==> src/rtl/unidade_funcional_param_if.sv <==
// Issue/result handshake bundle for the multi-cycle functional unit.
// The reservation station drives the master side; the unit implements the slave side.
interface unidade_funcional_param_if #(
  parameter int WIDTH = 16,
  parameter int TAG_W = 3
);
  logic             in_valid;
  logic             in_ready;
  logic [2:0]       ulaop;
  logic [WIDTH-1:0] a;
  logic [WIDTH-1:0] b;
  logic [TAG_W-1:0] tag_in;
  logic             out_valid;
  logic             out_ready;
  logic [WIDTH-1:0] q;
  logic [TAG_W-1:0] tag_out;
  logic             ovf;
  logic             busy;

  modport master (
    output in_valid, ulaop, a, b, tag_in, out_ready,
    input  in_ready, out_valid, q, tag_out, ovf, busy
  );

  modport slave (
    input  in_valid, ulaop, a, b, tag_in, out_ready,
    output in_ready, out_valid, q, tag_out, ovf, busy
  );
endinterface

==> src/rtl/unidade_funcional_param.sv <==
// Multi-cycle integer functional unit: one tagged operation in flight, iterative
// shift-add multiply, result held until the common data bus grants it.
module unidade_funcional_param #(
  parameter int WIDTH = 16,
  parameter int TAG_W = 3,
  parameter int LAT   = 1
) (
  input  logic                     clock,
  input  logic                     resetn,
  unidade_funcional_param_if.slave fu
);
  localparam logic [2:0] OP_ADD  = 3'b000;
  localparam logic [2:0] OP_SUB  = 3'b001;
  localparam logic [2:0] OP_SLT  = 3'b010;
  localparam logic [2:0] OP_CMP  = 3'b011;
  localparam logic [2:0] OP_ADD4 = 3'b100;
  localparam logic [2:0] OP_SUB4 = 3'b101;
  localparam logic [2:0] OP_MUL  = 3'b110;
  localparam logic [2:0] OP_SLTS = 3'b111;

  localparam int CNT_MAX = (WIDTH > LAT) ? WIDTH : LAT;
  localparam int CNT_W   = $clog2(CNT_MAX + 1);
  localparam int MSB     = WIDTH - 1;
  localparam logic [WIDTH-1:0] FOUR = WIDTH'(4);
  localparam logic [WIDTH-1:0] ONE  = WIDTH'(1);

  typedef enum logic [1:0] {
    IDLE = 2'd0,
    EXEC = 2'd1,
    DONE = 2'd2
  } state_t;

  state_t           state_reg, state_next;
  logic [CNT_W-1:0] count_reg, count_next;
  logic [2:0]       op_reg, op_next;
  logic [WIDTH-1:0] a_reg, a_next;
  logic [WIDTH-1:0] b_reg, b_next;
  logic [WIDTH-1:0] acc_reg, acc_next;
  logic [TAG_W-1:0] tag_reg, tag_next;
  logic [WIDTH-1:0] q_reg, q_next;
  logic [TAG_W-1:0] tag_out_reg, tag_out_next;
  logic             ovf_reg, ovf_next;

  logic [WIDTH-1:0] sum, diff, b_plus4, b_minus4;
  logic [WIDTH-1:0] addend, acc_step, alu_q;
  logic             alu_ovf;

  assign sum      = a_reg + b_reg;
  assign diff     = a_reg - b_reg;
  assign b_plus4  = b_reg + FOUR;
  assign b_minus4 = b_reg - FOUR;

  // During MUL, a_reg is the left-shifting multiplicand and b_reg the right-shifting multiplier.
  genvar gi;
  generate
    for (gi = 0; gi < WIDTH; gi++) begin : g_partial
      assign addend[gi] = a_reg[gi] & b_reg[0];
    end
  endgenerate

  assign acc_step = acc_reg + addend;

  always_comb begin
    alu_q   = sum;
    alu_ovf = 1'b0;
    case (op_reg)
      OP_ADD: begin
        alu_q   = sum;
        alu_ovf = (a_reg[MSB] == b_reg[MSB]) && (sum[MSB] != a_reg[MSB]);
      end
      OP_SUB: begin
        alu_q   = diff;
        alu_ovf = (a_reg[MSB] != b_reg[MSB]) && (diff[MSB] != a_reg[MSB]);
      end
      OP_SLT:  alu_q = (a_reg < b_reg) ? ONE : '0;
      OP_CMP:  alu_q = (a_reg == b_reg) ? ONE : '0;
      OP_ADD4: begin
        alu_q   = b_plus4;
        alu_ovf = !b_reg[MSB] && b_plus4[MSB];
      end
      OP_SUB4: begin
        alu_q   = b_minus4;
        alu_ovf = b_reg[MSB] && !b_minus4[MSB];
      end
      OP_MUL:  alu_q = acc_step;
      OP_SLTS: alu_q = ($signed(a_reg) < $signed(b_reg)) ? ONE : '0;
    endcase
  end

  always_comb begin
    state_next   = state_reg;
    count_next   = count_reg;
    op_next      = op_reg;
    a_next       = a_reg;
    b_next       = b_reg;
    acc_next     = acc_reg;
    tag_next     = tag_reg;
    q_next       = q_reg;
    tag_out_next = tag_out_reg;
    ovf_next     = ovf_reg;
    case (state_reg)
      IDLE: begin
        if (fu.in_valid) begin
          op_next    = fu.ulaop;
          a_next     = fu.a;
          b_next     = fu.b;
          tag_next   = fu.tag_in;
          acc_next   = '0;
          count_next = (fu.ulaop == OP_MUL) ? CNT_W'(WIDTH) : CNT_W'(LAT);
          state_next = EXEC;
        end
      end
      EXEC: begin
        count_next = count_reg - CNT_W'(1);
        if (op_reg == OP_MUL) begin
          acc_next = acc_step;
          a_next   = a_reg << 1;
          b_next   = b_reg >> 1;
        end
        // The last EXEC cycle includes the final multiply step, hence alu_q uses acc_step.
        if (count_reg == CNT_W'(1)) begin
          q_next       = alu_q;
          ovf_next     = alu_ovf;
          tag_out_next = tag_reg;
          state_next   = DONE;
        end
      end
      DONE: begin
        if (fu.out_ready) begin
          state_next = IDLE;
        end
      end
      default: state_next = IDLE;
    endcase
  end

  always_ff @(posedge clock or negedge resetn) begin
    if (!resetn) begin
      state_reg <= IDLE;
    end else begin
      state_reg <= state_next;
    end
  end

  always_ff @(posedge clock or negedge resetn) begin
    if (!resetn) begin
      count_reg   <= '0;
      op_reg      <= '0;
      a_reg       <= '0;
      b_reg       <= '0;
      acc_reg     <= '0;
      tag_reg     <= '0;
      q_reg       <= '0;
      tag_out_reg <= '0;
      ovf_reg     <= 1'b0;
    end else begin
      count_reg   <= count_next;
      op_reg      <= op_next;
      a_reg       <= a_next;
      b_reg       <= b_next;
      acc_reg     <= acc_next;
      tag_reg     <= tag_next;
      q_reg       <= q_next;
      tag_out_reg <= tag_out_next;
      ovf_reg     <= ovf_next;
    end
  end

  assign fu.in_ready  = (state_reg == IDLE);
  assign fu.busy      = (state_reg != IDLE);
  assign fu.out_valid = (state_reg == DONE);
  assign fu.q         = q_reg;
  assign fu.tag_out   = tag_out_reg;
  assign fu.ovf       = ovf_reg;
endmodule
==> src/flat_wrapper.sv <==
// flat-port wrapper written by rule: the top's interface ports become plain ports
module unidade_funcional_param_flat 
#(
  parameter int WIDTH = 16,
  parameter int TAG_W = 3,
  parameter int LAT   = 1
)
  (clock, resetn, fu_in_valid, fu_ulaop, fu_a, fu_b, fu_tag_in, fu_out_ready, fu_in_ready, fu_out_valid, fu_q, fu_tag_out, fu_ovf, fu_busy);
  unidade_funcional_param_if #(.WIDTH(WIDTH), .TAG_W(TAG_W)) fu_i ();
  input  logic clock;
  input  logic resetn;
  input wire logic [$bits(fu_i.in_valid)-1:0] fu_in_valid;
  input wire logic [$bits(fu_i.ulaop)-1:0] fu_ulaop;
  input wire logic [$bits(fu_i.a)-1:0] fu_a;
  input wire logic [$bits(fu_i.b)-1:0] fu_b;
  input wire logic [$bits(fu_i.tag_in)-1:0] fu_tag_in;
  input wire logic [$bits(fu_i.out_ready)-1:0] fu_out_ready;
  output wire logic [$bits(fu_i.in_ready)-1:0] fu_in_ready;
  output wire logic [$bits(fu_i.out_valid)-1:0] fu_out_valid;
  output wire logic [$bits(fu_i.q)-1:0] fu_q;
  output wire logic [$bits(fu_i.tag_out)-1:0] fu_tag_out;
  output wire logic [$bits(fu_i.ovf)-1:0] fu_ovf;
  output wire logic [$bits(fu_i.busy)-1:0] fu_busy;
  assign fu_i.in_valid = fu_in_valid;
  assign fu_i.ulaop = fu_ulaop;
  assign fu_i.a = fu_a;
  assign fu_i.b = fu_b;
  assign fu_i.tag_in = fu_tag_in;
  assign fu_i.out_ready = fu_out_ready;
  assign fu_in_ready = fu_i.in_ready;
  assign fu_out_valid = fu_i.out_valid;
  assign fu_q = fu_i.q;
  assign fu_tag_out = fu_i.tag_out;
  assign fu_ovf = fu_i.ovf;
  assign fu_busy = fu_i.busy;
  unidade_funcional_param #(.WIDTH(WIDTH), .TAG_W(TAG_W), .LAT(LAT)) u_core (.clock(clock), .resetn(resetn), .fu(fu_i));
endmodule
==> config.mk <==
export PLATFORM = sky130hd
export DESIGN_NAME = unidade_funcional_param_flat
export DESIGN_NICKNAME = d
export VERILOG_FILES = /design/src/rtl/unidade_funcional_param_if.sv /design/src/rtl/unidade_funcional_param.sv /design/src/flat_wrapper.sv
export SDC_FILE = /design/constraint.sdc
export NUM_CORES = 1
export LEC_CHECK = 0
export CAP_MARGIN = 10
export CELL_PAD_IN_SITES_DETAIL_PLACEMENT = 1
export CELL_PAD_IN_SITES_GLOBAL_PLACEMENT = 1
export CORE_UTILIZATION = 44
export DETAILED_ROUTE_END_ITERATION = 12
export PLACE_DENSITY = 0.89
export REMOVE_ABC_BUFFERS = 1
export SLEW_MARGIN = 30
export SYNTH_ARGS = -nofsm -noshare
export SYNTH_HDL_FRONTEND = slang
export SYNTH_SLANG_ARGS = --single-unit
==> constraint.sdc <==
create_clock -name clock -period 3.9 [get_ports clock]
set_input_delay 0.585 -clock clock [delete_from_list [all_inputs] [get_ports clock]]
set_output_delay 0.585 -clock clock [all_outputs]
set_load 0.01 [all_outputs]
==> impl_metrics.toml <==
[status]
outcome = "finished, final reports clean"

[finish]
layout-area-overhead-vs-synth_pct = 14.7
layout-drive-gt1-share_pct = 4.26
fin_nets = 986
antenna-diode-count = 0
fill_cells = 1888

[clock_tree]
cts.repair_timing.setup_buffer_count = 0
clkLatencyLatePin_ns = 0.35
tritoncts = "done"
postCtsHoldBufs = 0
clock-sinks = 81
total_clock_buffers_created_by_cts = 9
h_tree_depth_reported_by_cts = 3
clock_tree.buffer_depth = 2
cts.clk_slew.worst_paths_ns = 0.07
root_buffer = "sky130_fd_sc_hd__clkbuf_16"
post_cts_resized = 0

[yosys]
synthesis.yosys.warnings = 0
synthDominantAreaCellType = "sky130_fd_sc_hd__dfrtp_1"
yosys_register_bits = 81
netlist.area_leader.share_pct = 29.5
synth_top_flop_cell = "sky130_fd_sc_hd__dfrtp_1"
ys_async_sr_fraction_pct = 100
portion_of_the_post_synthesis_area_used_by_sequential_elements_pct = 29.5
synth_area_per_cell_um2 = 8.09
synth_edf_count = 0
synth_cells = 851
netlist-cell-type-count = 72
syn-cell-area_mm2 = 0.00688
post_synth_main_area_contributors = "sky130_fd_sc_hd__dfrtp_1 (29%), sky130_fd_sc_hd__ha_1 (9.6%), sky130_fd_sc_hd__nand2_1 (6.1%)"

[power_and_ir_drop]
power_switching_mw = 3.63
power.density_mw_per_mm2 = 909
power.share.switching_pct = 50.6
ir_drop_mv = 0.406
internal_power_mw = 3.54
clockPowerShare_pct = 12.4
share_comb_of_total_power_pct = 64.1
cellLeakagePower_nw = 3.45
power_frac_seq_pct = 23.5

[die]
io-pin-count = 65
fp.dieH_um = 127
fp-row-count = 45
die_area_mm2 = 0.0161
die_w_um = 127
floorplan.core_area_mm2 = 0.0153
floorplan.initialDensity_pct = 45.1

[setup_path]
crit_path_max_fanout = 20
cp_class = "flip-flop to flip-flop"
crit_path_end_kind = "flip-flop"
critPathArrivalTime_ns = 3.46
cp-start-kind = "flip-flop"
regToRegSetupSlack_ns = 0.72
cp_data_required_time_ns = 4.17

[sta]
period_share_pct = 81.6
max_freq_mhz = 314
final.setup_skew_ns = 0.0121
finalHoldWorstSlack_ns = 0.263
hold_violations = 0
final_total_negative_setup_slack_ns = 0
drv_slew = 0
rsz_0062_raised_after_global_routing = "no"
timing.final.crit_period_ns = 3.18
relSlewSlack_pct = 33.1
timing_worst_slew_pin_value_ns = 0.990
finalSetupViolCount = 0

[route]
drc = 0
drt_iter0_drc = 432
wl_per_cell_um = 20.2
drtPass1Iterations = 6
postRouteWirelength_um = 22300
route.detailed.vias_per_inst = 5.90
route.vias.total = 6517
number_of_nets_with_antenna_violations_after_detailed_routing = 0

[placed_design]
gpl.final_weighted_congestion = 0.928
dp_hpwl_um = 16700
io_buffer_count = 64

[grt]
grt.met3_usage_pct = 5.74
grt_first_pass_wirelength_um = 36300
grt_pass1_vias = 6722
globalRouteOverflowTotal = 0
grt_max_degree = 82
grt_use_total_pct = 29.1
antenna_violations_before_repair = 1
grt.met1_usage_pct = 36.7
top_usage_layer = "met2"
grt_met2_use_pct = 50.6

[min_path]
hold_crit_path_type = "input pin to asynchronous set/reset pin"

[job]
max-cap-violations = 0
cell usage in the layout (no fill, tap or decap), types with 4 or more instances in the layout:
cell type                         synthesis  final
sky130_fd_sc_hd__a211oi_1                 8      8
sky130_fd_sc_hd__a21o_1                  11     11
sky130_fd_sc_hd__a21oi_1                 50     50
sky130_fd_sc_hd__a221oi_1                 7      7
sky130_fd_sc_hd__a22o_1                   4      4
sky130_fd_sc_hd__a31oi_1                 13     13
sky130_fd_sc_hd__a32oi_1                  7      7
sky130_fd_sc_hd__a41oi_1                  5      5
sky130_fd_sc_hd__and2_1                  18     18
sky130_fd_sc_hd__and3_1                  11     11
sky130_fd_sc_hd__buf_4                    3     14
sky130_fd_sc_hd__clkbuf_16                0      9
sky130_fd_sc_hd__clkdlybuf4s50_1          0     63
sky130_fd_sc_hd__dfrtp_1                 81     81
sky130_fd_sc_hd__ha_1                    53     53
sky130_fd_sc_hd__inv_1                   49     49
sky130_fd_sc_hd__mux2i_1                 34     34
sky130_fd_sc_hd__nand2_1                112    112
sky130_fd_sc_hd__nand2b_1                12     11
sky130_fd_sc_hd__nand3_1                 24     24
sky130_fd_sc_hd__nand4_1                  8      8
sky130_fd_sc_hd__nor2_1                  64     63
sky130_fd_sc_hd__nor2b_1                  6      6
sky130_fd_sc_hd__nor3_1                  15     15
sky130_fd_sc_hd__nor3b_1                  4      4
sky130_fd_sc_hd__nor4_1                   7      7
sky130_fd_sc_hd__o211ai_1                 8      8
sky130_fd_sc_hd__o21a_1                   8      8
sky130_fd_sc_hd__o21ai_0                 33     33
sky130_fd_sc_hd__o21ai_1                 46     46
sky130_fd_sc_hd__o31ai_1                  7      7
sky130_fd_sc_hd__or3_1                    4      4
sky130_fd_sc_hd__xnor2_1                 28     28
sky130_fd_sc_hd__xor2_1                  10     10
worst paths after layout:
| kind | to | start | cells past startpoint |
|---|---|---|---|
| max in group asynchronous | u_core.fu.q[0] | resetn | 1 |
| setup / recovery | u_core.fu.q[14] | u_core.b_reg[0] | 10 |
| setup reg to reg | u_core.fu.q[14] | u_core.b_reg[0] | 10 |
| hold / removal | u_core.state_reg[1] | resetn | 1 |
| min in group clock | u_core.fu.tag_out[2] | u_core.fu.tag_out[2] | 2 |
| hold reg to reg | u_core.fu.tag_out[2] | u_core.fu.tag_out[2] | 2 |
power groups by stage:
stage	Clock [mW]	Sequential [mW]	Combinational, mW
final	0.890	1.68	4.60
after global routing	0.927	1.74	5.05
after CTS	0.904	1.68	4.55
after detailed placement	0	1.69	4.51
after global placement	0	1.66	4.36
after floorplan	0	1.61	3.07
metrics by stage:
step,utilization (%),cells,area [um^2],power (mW),setup WS (ns)
global placement,49.7,1088,7590,6.02,0.894
detailed placement,49.8,1088,7590,6.20,0.792
finish,51.7,1104,7890,7.17,0.717
global route,51.7,1104,7890,7.71,0.449
floorplan,-,799,6570,4.68,-0.652
CTS,51.7,1104,7890,7.14,0.739
synthesized netlist by cell type (5+ instances only):
| master | instances |
|---|---|
| sky130_fd_sc_hd__xnor2_1 | 28 |
| sky130_fd_sc_hd__nor2b_1 | 6 |
| sky130_fd_sc_hd__a211oi_1 | 8 |
| sky130_fd_sc_hd__a41oi_1 | 5 |
| sky130_fd_sc_hd__nand2_1 | 112 |
| sky130_fd_sc_hd__o21ai_0 | 33 |
| sky130_fd_sc_hd__and3_1 | 11 |
| sky130_fd_sc_hd__inv_1 | 49 |
| sky130_fd_sc_hd__nor3_1 | 15 |
| sky130_fd_sc_hd__nand2b_1 | 12 |
| sky130_fd_sc_hd__nand3_1 | 24 |
| sky130_fd_sc_hd__a21o_1 | 11 |
| sky130_fd_sc_hd__nor2_1 | 64 |
| sky130_fd_sc_hd__mux2i_1 | 34 |
| sky130_fd_sc_hd__a221oi_1 | 7 |
| sky130_fd_sc_hd__buf_6 | 8 |
| sky130_fd_sc_hd__and2_1 | 18 |
| sky130_fd_sc_hd__o31ai_1 | 7 |
| sky130_fd_sc_hd__clkbuf_1 | 33 |
| sky130_fd_sc_hd__a32oi_1 | 7 |
| sky130_fd_sc_hd__ha_1 | 53 |
| sky130_fd_sc_hd__o21a_1 | 8 |
| sky130_fd_sc_hd__a21oi_1 | 50 |
| sky130_fd_sc_hd__o21ai_1 | 46 |
| sky130_fd_sc_hd__nor4_1 | 7 |
| sky130_fd_sc_hd__xor2_1 | 10 |
| sky130_fd_sc_hd__nand4_1 | 8 |
| sky130_fd_sc_hd__o211ai_1 | 8 |
| sky130_fd_sc_hd__a31oi_1 | 13 |
| sky130_fd_sc_hd__dfrtp_1 | 81 |
cell type report:
class                      count  area, um^2  share of cell area, %
clock buffer                  12         246                   3.12
clock inverter                 4        52.6                  0.666
inverter                      50         188                   2.38
multi-input combinational    668        4370                   55.3
sequential                    81        2030                   25.7
tap                          211         264                   3.34
timing repair buffer          78         747                   9.46
routing by layer:
metal  share of wire [%]  vias to the layer above
li1                    -                     3099
met1                  45                     3237
met2                  49                      148
met3                 4.2                       33
met4                 2.0                        0
met5                   0                        -
worst max-delay path, cell delays in order, from the launching register on:
cell	delay, ns
sky130_fd_sc_hd__dfrtp_1	0.58
sky130_fd_sc_hd__ha_1	0.35
sky130_fd_sc_hd__inv_1	0.08
sky130_fd_sc_hd__fa_1	0.23
sky130_fd_sc_hd__o21bai_1	0.14
sky130_fd_sc_hd__a211o_1	0.38
sky130_fd_sc_hd__a311o_1	0.38
sky130_fd_sc_hd__a2111o_1	0.46
sky130_fd_sc_hd__a311oi_1	0.23
sky130_fd_sc_hd__a41oi_1	0.08
sky130_fd_sc_hd__a31oi_1	0.18
cells by family after synthesis:
group	count (synthesis)	synth area share (%)
buffers and inverters	102	7.22
adders and majority gates	56	10.5
and+or+nand+nor	300	20.8
DFF	81	29.5
AOI/OAI and AO/OA	240	22.3
muxes	34	4.95
xor gates and xnor gates	38	4.84
(Power assumes the default switching activity.)
